--- src/rtl/dma_irq_guard_pkg.sv ---
// Shared definitions for dma_irq_guard.
//   state_t     : guard FSM states (RUN, KILL, ARMED)
//   CAUSE_*     : bit positions inside viol_cause
package dma_irq_guard_pkg;

  typedef enum logic [1:0] {
    RUN   = 2'd0,
    KILL  = 2'd1,
    ARMED = 2'd2
  } state_t;

  localparam int CAUSE_PC_DMA = 0;
  localparam int CAUSE_ADDR   = 1;
  localparam int CAUSE_IRQ    = 2;
  localparam int CAUSE_W      = 3;

  localparam int HOLD_W       = 8;

endpackage

--- src/rtl/region_cmp.sv ---
// Inclusive [lo, hi] unsigned range comparator.
//   addr : address under test (ADDR_W)
//   lo   : lower bound, ADDR_W+1 bits so callers can pass unwrapped sums
//   hi   : upper bound, ADDR_W+1 bits
//   hit  : lo <= addr <= hi
module region_cmp #(
  parameter int ADDR_W = 16
) (
  input  logic [ADDR_W-1:0] addr,
  input  logic [ADDR_W:0]   lo,
  input  logic [ADDR_W:0]   hi,
  output logic              hit
);

  logic [ADDR_W:0] addr_x;

  assign addr_x = {1'b0, addr};
  assign hit    = (addr_x >= lo) && (addr_x <= hi);

endmodule

--- src/rtl/dma_irq_guard.sv ---
// Secure-region isolation guard. Watches pc, N_DMA DMA channels and irq and
// holds the core in reset (reset=1) after any isolation break, until a
// minimum hold time has elapsed and the core fetches from RESET_HANDLER.
//   clk, reset_n : clock, async active-low reset
//   pc           : program counter
//   dma_addr     : packed per-channel addresses, channel i at [i*ADDR_W +: ADDR_W]
//   dma_en       : per-channel access strobe
//   irq          : interrupt being taken
//   clr_cnt      : synchronous clear of viol_cnt (wins over increment)
//   reset, run   : kill request and its inverse (registered)
//   viol_cause   : {irq, addr, pc_dma} latched on RUN->KILL
//   viol_chan    : lowest contributing DMA channel latched on RUN->KILL
//   viol_cnt     : saturating count of RUN->KILL transitions
module dma_irq_guard
  import dma_irq_guard_pkg::*;
#(
  parameter int          ADDR_W         = 16,
  parameter int unsigned REGION_BASE    = 'hA000,
  parameter int unsigned REGION_SIZE    = 'h1000,
  parameter int          N_DMA          = 2,
  parameter int unsigned RESET_HANDLER  = 'h0000,
  parameter bit          CHECK_IRQ      = 1'b1,
  parameter bit          GUARD_DMA_ADDR = 1'b1,
  parameter int unsigned HOLD_CYCLES    = 4,
  parameter int          CNT_W          = 8,
  localparam int         CH_W           = (N_DMA > 1) ? $clog2(N_DMA) : 1
) (
  input  logic                      clk,
  input  logic                      reset_n,
  input  logic [ADDR_W-1:0]         pc,
  input  logic [N_DMA*ADDR_W-1:0]   dma_addr,
  input  logic [N_DMA-1:0]          dma_en,
  input  logic                      irq,
  input  logic                      clr_cnt,
  output logic                      reset,
  output logic                      run,
  output logic [CAUSE_W-1:0]        viol_cause,
  output logic [CH_W-1:0]           viol_chan,
  output logic [CNT_W-1:0]          viol_cnt
);

  // Bounds at ADDR_W+1 bits so base+size never wraps.
  localparam logic [ADDR_W:0] BASE_X = (ADDR_W+1)'(REGION_BASE);
  localparam logic [ADDR_W:0] SIZE_X = (ADDR_W+1)'(REGION_SIZE);
  localparam logic [ADDR_W:0] LAST_X = BASE_X + SIZE_X - (ADDR_W+1)'(2);
  localparam logic [ADDR_W:0] TOP_X  = BASE_X + SIZE_X - (ADDR_W+1)'(1);

  localparam logic [ADDR_W-1:0] HANDLER  = ADDR_W'(RESET_HANDLER);
  localparam logic [HOLD_W-1:0] HOLD     = HOLD_W'(HOLD_CYCLES);
  localparam logic [CNT_W-1:0]  CNT_MAX  = {CNT_W{1'b1}};

  // ---------------------------------------------------------------- predicates
  logic             pc_in;
  logic [N_DMA-1:0] addr_in;

  // pc is word-aligned, so its last legal value is two below the end.
  region_cmp #(.ADDR_W(ADDR_W)) u_pc_cmp (
    .addr (pc),
    .lo   (BASE_X),
    .hi   (LAST_X),
    .hit  (pc_in)
  );

  for (genvar i = 0; i < N_DMA; i++) begin : g_dma_cmp
    region_cmp #(.ADDR_W(ADDR_W)) u_dma_cmp (
      .addr (dma_addr[i*ADDR_W +: ADDR_W]),
      .lo   (BASE_X),
      .hi   (TOP_X),
      .hit  (addr_in[i])
    );
  end

  logic             c_pc_dma, c_addr, c_irq, viol;
  logic [N_DMA-1:0] addr_hit, chan_mask;
  logic [CH_W-1:0]  chan_sel;

  assign addr_hit = dma_en & addr_in;
  assign c_pc_dma = pc_in & (|dma_en);
  assign c_addr   = GUARD_DMA_ADDR & (|addr_hit);
  assign c_irq    = CHECK_IRQ & pc_in & irq;
  assign viol     = c_pc_dma | c_addr | c_irq;

  // A channel contributes if it fired while pc is inside the region, or if
  // it targeted the region with the address guard enabled.
  assign chan_mask = (pc_in ? dma_en : '0) | (GUARD_DMA_ADDR ? addr_hit : '0);

  // Lowest set bit wins: scan high to low so the last hit is the lowest.
  always_comb begin
    chan_sel = '0;
    for (int i = N_DMA-1; i >= 0; i--) begin
      if (chan_mask[i]) chan_sel = CH_W'(i);
    end
  end

  // ---------------------------------------------------------------- FSM
  state_t             state, state_n;
  logic [HOLD_W-1:0]  hold, hold_n;
  logic [CAUSE_W-1:0] cause_n;
  logic [CH_W-1:0]    chan_n;
  logic [CNT_W-1:0]   cnt_n;

  always_comb begin
    state_n = state;
    hold_n  = hold;
    cause_n = viol_cause;
    chan_n  = viol_chan;
    cnt_n   = viol_cnt;
    case (state)
      RUN: begin
        if (viol) begin
          state_n = KILL;
          hold_n  = '0;
          cause_n[CAUSE_PC_DMA] = c_pc_dma;
          cause_n[CAUSE_ADDR]   = c_addr;
          cause_n[CAUSE_IRQ]    = c_irq;
          chan_n  = chan_sel;
          if (viol_cnt != CNT_MAX) cnt_n = viol_cnt + CNT_W'(1);
        end
      end
      KILL: begin
        // Any violation restarts the hold window; hold saturates at HOLD.
        if (viol)              hold_n  = '0;
        else if (hold == HOLD) state_n = ARMED;
        else                   hold_n  = hold + HOLD_W'(1);
      end
      ARMED: begin
        if (viol) begin
          state_n = KILL;
          hold_n  = '0;
        end else if (pc == HANDLER) begin
          state_n = RUN;
        end
      end
      default: begin
        state_n = KILL;
        hold_n  = '0;
      end
    endcase
    if (clr_cnt) cnt_n = '0;
  end

  // reset/run are registered from the next state so they line up with it.
  always_ff @(posedge clk or negedge reset_n) begin
    if (!reset_n) begin
      state      <= KILL;
      hold       <= '0;
      viol_cause <= '0;
      viol_chan  <= '0;
      viol_cnt   <= '0;
      reset      <= 1'b1;
      run        <= 1'b0;
    end else begin
      state      <= state_n;
      hold       <= hold_n;
      viol_cause <= cause_n;
      viol_chan  <= chan_n;
      viol_cnt   <= cnt_n;
      reset      <= (state_n != RUN);
      run        <= (state_n == RUN);
    end
  end

endmodule

--- config.mk ---
export PLATFORM = sky130hd
export DESIGN_NAME = dma_irq_guard
export DESIGN_NICKNAME = d
export VERILOG_FILES = /design/src/rtl/dma_irq_guard_pkg.sv /design/src/rtl/region_cmp.sv /design/src/rtl/dma_irq_guard.sv
export SDC_FILE = /design/constraint.sdc
export NUM_CORES = 1
export LEC_CHECK = 0
export CORE_MARGIN = 3
export CORE_UTILIZATION = 45
export DETAILED_ROUTE_END_ITERATION = 7
export DONT_BUFFER_PORTS = 1
export GPL_TIMING_DRIVEN = 0
export PLACE_DENSITY = 0.72
export SKIP_CTS_REPAIR_TIMING = 1
export SLEW_MARGIN = 20
export SYNTH_ARGS = -nofsm -noshare
export SYNTH_HDL_FRONTEND = slang
export SYNTH_SLANG_ARGS = --single-unit
--- constraint.sdc ---
create_clock -name clk -period 2 [get_ports clk]
set_input_delay 0.5 -clock clk [delete_from_list [all_inputs] [get_ports clk]]
set_output_delay 0.5 -clock clk [all_outputs]
set_load 0.05 [all_outputs]
==> flow_metrics.env, run 1 <==
export IMPL_firstDrtPassIters=4
export IMPL_core_area_um2=2880
export IMPL_fin_total_pwr_mw=1.83
export IMPL_grt_max_degree=25
export IMPL_crit_path_end_kind="register"
export IMPL_tightestPinTransition_ns=0.592
export IMPL_htree_levels=1
export IMPL_rsz0062_at_grt="true"
export IMPL_syn_inst=148
export IMPL_maxCapViolations=0
export IMPL_rrSetupSlack_ns=0.03
export IMPL_fin_hold_ws_ns=0.308
export IMPL_clockBufferDepth=2
export IMPL_port_buffer_count=0
export IMPL_period_share_pct=98.4
export IMPL_floorplan_die_area_um2=3830
export IMPL_area_growth_pct=16.1
export IMPL_drtIter0Drc=100
export IMPL_netlist_area_um2=1410
export IMPL_ant_nets=0
export IMPL_gr_total_overflow=0
export IMPL_routed_via_density=6.11
export IMPL_timing_rr_end="hold[3]$_DFFE_PN0P_"
export IMPL_leakagePower_nw=0.622
export IMPL_reg2reg_depth=6
export IMPL_clk_latency_ns=0.32
export IMPL_wirelength_mm=3.32
export IMPL_yosys_area_share_simple_pct=27.3
export IMPL_detailed_place_hpwl_mm=2.50
export IMPL_rows=19
export IMPL_yosys_register_bits=24
export IMPL_timing_rr_start="hold[4]$_DFFE_PN0P_"
export IMPL_antenna_found_initial=0
export IMPL_placedInstanceArea_um2=1460
export IMPL_grt_usage_pct=17.2
export IMPL_startpoint_type="register"
export IMPL_synth_compound_area_share_pct=23.5
export IMPL_synth_edf_count=0
export IMPL_p_comb_share_pct=33.0
export IMPL_setup_viol=0
export IMPL_die_width_um=61.9
export IMPL_status="finished, final reports clean"
export IMPL_synth_distinct_cells=39
export IMPL_dp_cells=190
export IMPL_min_to="viol_cause[2]$_DFFE_PN0P_"
export IMPL_synth_fa_ha_area_share_pct=2.67
export IMPL_wire_per_inst_um=16.3
export IMPL_synth_most_common_cell="dfrtp_1"
export IMPL_synth_ff_type="dfrtp_1"
export IMPL_whs_path_depth=2
export IMPL_nets=220
export IMPL_grt_pass1_vias=1142
export IMPL_power_density_nw_per_um2=1120
export IMPL_crit_fanout=6
export IMPL_n_fill_cell=251
export IMPL_slowest_stage="or4_4"
export IMPL_clkPwrFrac_pct=18.9
export IMPL_avgSynthCellArea_um2=9.50
export IMPL_p_sw_share_pct=37.9
export IMPL_synth_xor_area_share_pct=0
export IMPL_clk_pin_slew_ns=0.14
export IMPL_syn_nets=205
export IMPL_root_buffer="clkbuf_4"
export IMPL_ir_worst_vdd_v=0.000581
export IMPL_synthArstFlopShare_pct=100
export IMPL_final_cell_count_no_fill=204
export IMPL_arrival_ns=2.23
export IMPL_drv_slew=0
export IMPL_fin_skew_ns=0.0147
export IMPL_gp_congestion=0.851
export IMPL_fin_setup_tns_ns=0
export IMPL_die_height_um=61.9
export IMPL_drc=0
export IMPL_hp_class="in -> reg"
export IMPL_yosys_top_cells_count="22 x dfrtp_1, 14 x nand2_1, 12 x or3_1"
export IMPL_synth_largest_area_cell="dfrtp_1"
export IMPL_setup_worst_path_start="hold[4]$_DFFE_PN0P_"
export IMPL_ys_top_cells_by_area="dfrtp_1 39%, or3_1 5.3%, a21boi_2 4.0%, nand4_1 4.0%, dfstp_2 3.7%"
export IMPL_postLayoutCellArea_um2=1630
export IMPL_post_route_min_period_ns=1.97
export IMPL_switchingPower_mw=0.694
export IMPL_p_int_mw=1.14
export IMPL_slowest_delay_ns=0.53
export IMPL_numCtsBuffers=3
export IMPL_max_freq_mhz=508
export IMPL_yosysSeqAreaShare_pct=42.9
export IMPL_hold_viol=0
export IMPL_pwr_share_seq_pct=48.2
export IMPL_yosysTopAreaCellShare_pct=39.1
export IMPL_synth_top_family_by_area="simple AND/OR/NAND/NOR gates"
export IMPL_hp_start="irq"
export IMPL_yosysWarnings=0
export IMPL_antenna_cells=0
export IMPL_cts_tree="yes"
export IMPL_grt_pass1_wl_mm=4.90
export IMPL_cts_sinks=24
export IMPL_ios=68
export IMPL_path_class="reg -> reg"
export IMPL_via_count=1247
export IMPL_synthMuxAreaShare_pct=0.712
export IMPL_initial_core_util_pct=48.9
export IMPL_timing_slew_headroom_pct=60.5
export IMPL_cp_data_required_time_ns=2.26
export IMPL_crit_chain="or4_4 -> o41ai_4 -> o211a_4 -> buf_8 -> o21ai_1 -> a21boi_2"
export IMPL_drive_gt1_share_pct=22.2
-- worst max path at each step --
stage | endpoint | depth (start not counted) | slack (ns)
2_1_floorplan | hold[2]$_DFFE_PN0P_ | 6 | 0.05
3_3_place_gp | hold[2]$_DFFE_PN0P_ | 6 | -0.09
3_5_place_dp | hold[3]$_DFFE_PN0P_ | 6 | -0.18
4_1_cts | hold[3]$_DFFE_PN0P_ | 6 | -0.19
5_1_grt | hold[4]$_DFFE_PN0P_ | 6 | -0.03
6_report | hold[3]$_DFFE_PN0P_ | 6 | 0.03
-- power groups by stage --
| stage | registers (mW) | logic (mW) | clock network (mW) |
|---|---|---|---|
| 2_1_floorplan | 0.851 | 0.346 | 0 |
| 3_3_place_gp | 0.874 | 0.405 | 0 |
| 3_5_place_dp | 0.886 | 0.426 | 0 |
| 4_1_cts | 0.875 | 0.428 | 0.353 |
| 5_1_grt | 0.899 | 0.665 | 0.381 |
| 6_report | 0.882 | 0.604 | 0.346 |
-- layout make-up --
type                            instances  area [µm²]  share of cell area [%]
Multi-Input combinational cell        115         764                    46.8
Sequential cell                        24         609                    37.3
Timing Repair Buffer                   10         108                    6.59
Tap cell                               42        52.6                    3.22
Clock inverter                          1        30.0                    1.84
Buffer                                  4        27.5                    1.69
Clock buffer                            3        22.5                    1.38
Inverter                                5        18.8                    1.15
-- flip-flops by register name (all words and copies together) (netlist names) --
name	count
hold	8
viol_cnt	8
viol_chan	1
reset	1
run	1
state	2
viol_cause	3
-- critical path, delay by kind of cell (launching register included) --
family	cells	cell delay, ns
simple gates	1	0.53
buf+inv	1	0.12
compound gates	4	0.84
flops	1	0.44
-- cells by family after synthesis --
kind of cell	after synthesis
buffers and inverters	9
multiplexers	1
AND/OR/NAND/NOR	67
AO/OA/AOI/OAI	44
adder cells (fa/ha/maj)	3
flip-flops	24
-- per-stage QoR --
| stage | util, % | setup slack [ns] |
|---|---|---|
| finish | 56.8 | 0.0323 |
| global route | 56.8 | -0.0315 |
| CTS | 52.5 | -0.187 |
| detailed placement | 50.7 | -0.179 |
| global placement | 50.7 | -0.0902 |
| floorplan | - | 0.0460 |
-- metal layers --
metal / up-vias / track usage (%) / wire [µm]
li1: 593 / - / -
met1: 609 / 21.5 / 1340
met2: 39 / 29.4 / 1760
met3: 6 / 2.48 / 148
met4: 0 / 7.58 / 70
met5: - / 0 / 0
-- placed cells by master, fill, tap and decap left out, drive strengths merged, types with 2 or more instances in the layout --
| cell | synthesis | routed |
|---|---|---|
| o41ai | 2 | 2 |
| nand4 | 9 | 9 |
| nand2b | 2 | 2 |
| a21oi | 10 | 10 |
| nor2 | 9 | 9 |
| and2 | 2 | 2 |
| and4bb | 3 | 3 |
| dfrtp | 22 | 22 |
| o21ai | 13 | 13 |
| o31ai | 3 | 3 |
| nand2 | 14 | 14 |
| dfstp | 2 | 2 |
| nor4 | 3 | 3 |
| or2 | 2 | 2 |
| ha | 3 | 3 |
| inv | 5 | 5 |
| clkbuf | 2 | 6 |
| or3 | 12 | 12 |
| nand3 | 3 | 3 |
| a21boi | 6 | 6 |
| a22oi | 2 | 2 |
| or4 | 4 | 4 |
| buf | 2 | 10 |
| nor3 | 2 | 2 |
| a22o | 2 | 2 |
Note: power is estimated with default switching activity, not from simulation.
==> run 2, diff against run 1 <==
--- a/config.mk
+++ b/config.mk
@@ -10,8 +10,8 @@
 export DETAILED_ROUTE_END_ITERATION = 7
 export DONT_BUFFER_PORTS = 1
 export GPL_TIMING_DRIVEN = 0
-export PLACE_DENSITY = 0.72
 export SKIP_CTS_REPAIR_TIMING = 1
+export SKIP_LAST_GASP = 1
 export SLEW_MARGIN = 20
 export SYNTH_ARGS = -nofsm -noshare
 export SYNTH_HDL_FRONTEND = slang
==> flow_metrics.env, run 2 (synthesized netlist as in run 1, its figures left out) <==
export IMPL_final_util_pct=55.2
export IMPL_clk_pin_slew_ns=0.14
export IMPL_htree_levels=1
export IMPL_drc=0
export IMPL_max_freq_mhz=515
export IMPL_pre_cts_ws_ns=-0.127
export IMPL_clockBufferDepth=2
export IMPL_ir_worst_vdd_v=0.000817
export IMPL_dp_cells=190
export IMPL_rrSetupSlack_ns=0.06
export IMPL_final_cell_count_no_fill=203
export IMPL_floorplan_die_area_um2=3830
export IMPL_clk_latency_ns=0.31
export IMPL_area_growth_pct=13.0
export IMPL_gr_total_overflow=0
export IMPL_crit_path_end_kind="register"
export IMPL_gp_congestion=0.816
export IMPL_wirelength_mm=3.03
export IMPL_routed_via_density=5.95
export IMPL_maxCapViolations=0
export IMPL_min_to="viol_cause[2]$_DFFE_PN0P_"
export IMPL_core_area_um2=2880
export IMPL_port_buffer_count=0
export IMPL_fin_skew_ns=0.0115
export IMPL_hold_viol=0
export IMPL_rows=19
export IMPL_via_count=1208
export IMPL_hp_class="in -> reg"
export IMPL_post_route_min_period_ns=1.94
export IMPL_grt_max_degree=25
export IMPL_arrival_ns=2.16
export IMPL_root_buffer="clkbuf_4"
export IMPL_status="finished, final reports clean"
export IMPL_grt_pass1_vias=1069
export IMPL_drive_gt1_share_pct=19.9
export IMPL_drtIter0Drc=66
export IMPL_timing_slew_headroom_pct=60.2
export IMPL_initial_core_util_pct=48.9
export IMPL_detailed_place_hpwl_mm=2.23
export IMPL_fin_setup_tns_ns=0
export IMPL_leakagePower_nw=0.604
export IMPL_reg_top3="hold x8, viol_cnt x8, viol_cause x3"
export IMPL_layout_commonest_cell="dfrtp_1"
export IMPL_numCtsBuffers=3
export IMPL_cts_sinks=24
export IMPL_timing_rr_start="hold[4]$_DFFE_PN0P_"
export IMPL_crit_chain="or4_4 -> o41ai_4 -> o211a_4 -> buf_4 -> or3_1 -> a21boi_1"
export IMPL_crit_fanout=7
export IMPL_whs_path_depth=2
export IMPL_path_class="reg -> reg"
export IMPL_hp_start="irq"
export IMPL_nets=219
export IMPL_mostFrequentLayoutCells="19 x dfrtp_1, 14 x nand2_1, 12 x or3_1"
export IMPL_slowest_delay_ns=0.54
export IMPL_reg2reg_depth=6
export IMPL_ios=68
export IMPL_antenna_cells=0
export IMPL_timing_rr_end="hold[2]$_DFFE_PN0P_"
export IMPL_drv_slew=0
export IMPL_slowest_stage="or4_4"
export IMPL_ant_nets=0
export IMPL_die_height_um=61.9
export IMPL_firstDrtPassIters=5
export IMPL_grt_usage_pct=15.8
export IMPL_die_width_um=61.9
export IMPL_period_share_pct=97.0
export IMPL_power_density_nw_per_um2=1050
export IMPL_fin_hold_ws_ns=0.323
export IMPL_setup_ws_ns=0.0596
export IMPL_tightestPinTransition_ns=0.596
export IMPL_setup_viol=0
export IMPL_grt_pass1_wl_mm=4.57
export IMPL_cts_tree="yes"
export IMPL_startpoint_type="register"
export IMPL_antenna_found_initial=0
export IMPL_cp_data_required_time_ns=2.22
export IMPL_wire_per_inst_um=14.9
==> run 2: layer usage <==
metal  track usage, %  wire length (µm)
met1             21.2              1350
met2             26.2              1570
met3             1.86                93
met4             5.45                16
met5                0                 0
==> run 2: worst max path at each step <==
stage                                   start             endpoint  slack [ns]  depth (start not counted)
after floorplan           hold[5]$_DFFE_PN0P_  hold[2]$_DFFE_PN0P_        0.05                          6
after global placement    hold[5]$_DFFE_PN0P_  hold[2]$_DFFE_PN0P_        -0.1                          6
after detailed placement  hold[5]$_DFFE_PN0P_  hold[7]$_DFFE_PN0P_       -0.13                          6
after CTS                 hold[5]$_DFFE_PN0P_  hold[7]$_DFFE_PN0P_       -0.15                          6
after global routing      hold[4]$_DFFE_PN0P_  hold[2]$_DFFE_PN0P_       -0.02                          6
final                     hold[4]$_DFFE_PN0P_  hold[2]$_DFFE_PN0P_        0.06                          6
==> run 2: final cells by class <==
| type | count | area (µm²) |
|---|---|---|
| inverters | 5 | 18.8 |
| well taps | 42 | 52.6 |
| clock buffers | 4 | 36.3 |
| flip-flops and latches | 24 | 607 |
| repair buffers | 9 | 82.6 |
| multi-input cells | 115 | 769 |
| fillers | 266 | 1290 |
| plain buffers | 4 | 22.5 |
==> run 2: critical path, delay by kind of cell, from the launching register on <==
| family | cells | cell delay (ns) |
|---|---|---|
| AO/OA/AOI/OAI | 3 | 0.62 |
| buffers and inverters | 1 | 0.14 |
| flip-flops | 1 | 0.44 |
| AND/OR/NAND/NOR | 2 | 0.64 |
==> run 2: report_power, final <==
group	internal, mW	switching (mW)	total (mW)
logic	0.278	0.250	0.528
registers	0.602	0.279	0.881
clock network	0.111	0.145	0.257
==> run 2: metrics by stage <==
step                      power [mW]  instance area, µm²
after floorplan                 1.20                1410
after global placement          1.29                1460
after detailed placement        1.30                1460
after CTS                       1.56                1500
after global routing            1.78                1590
final                           1.67                1590
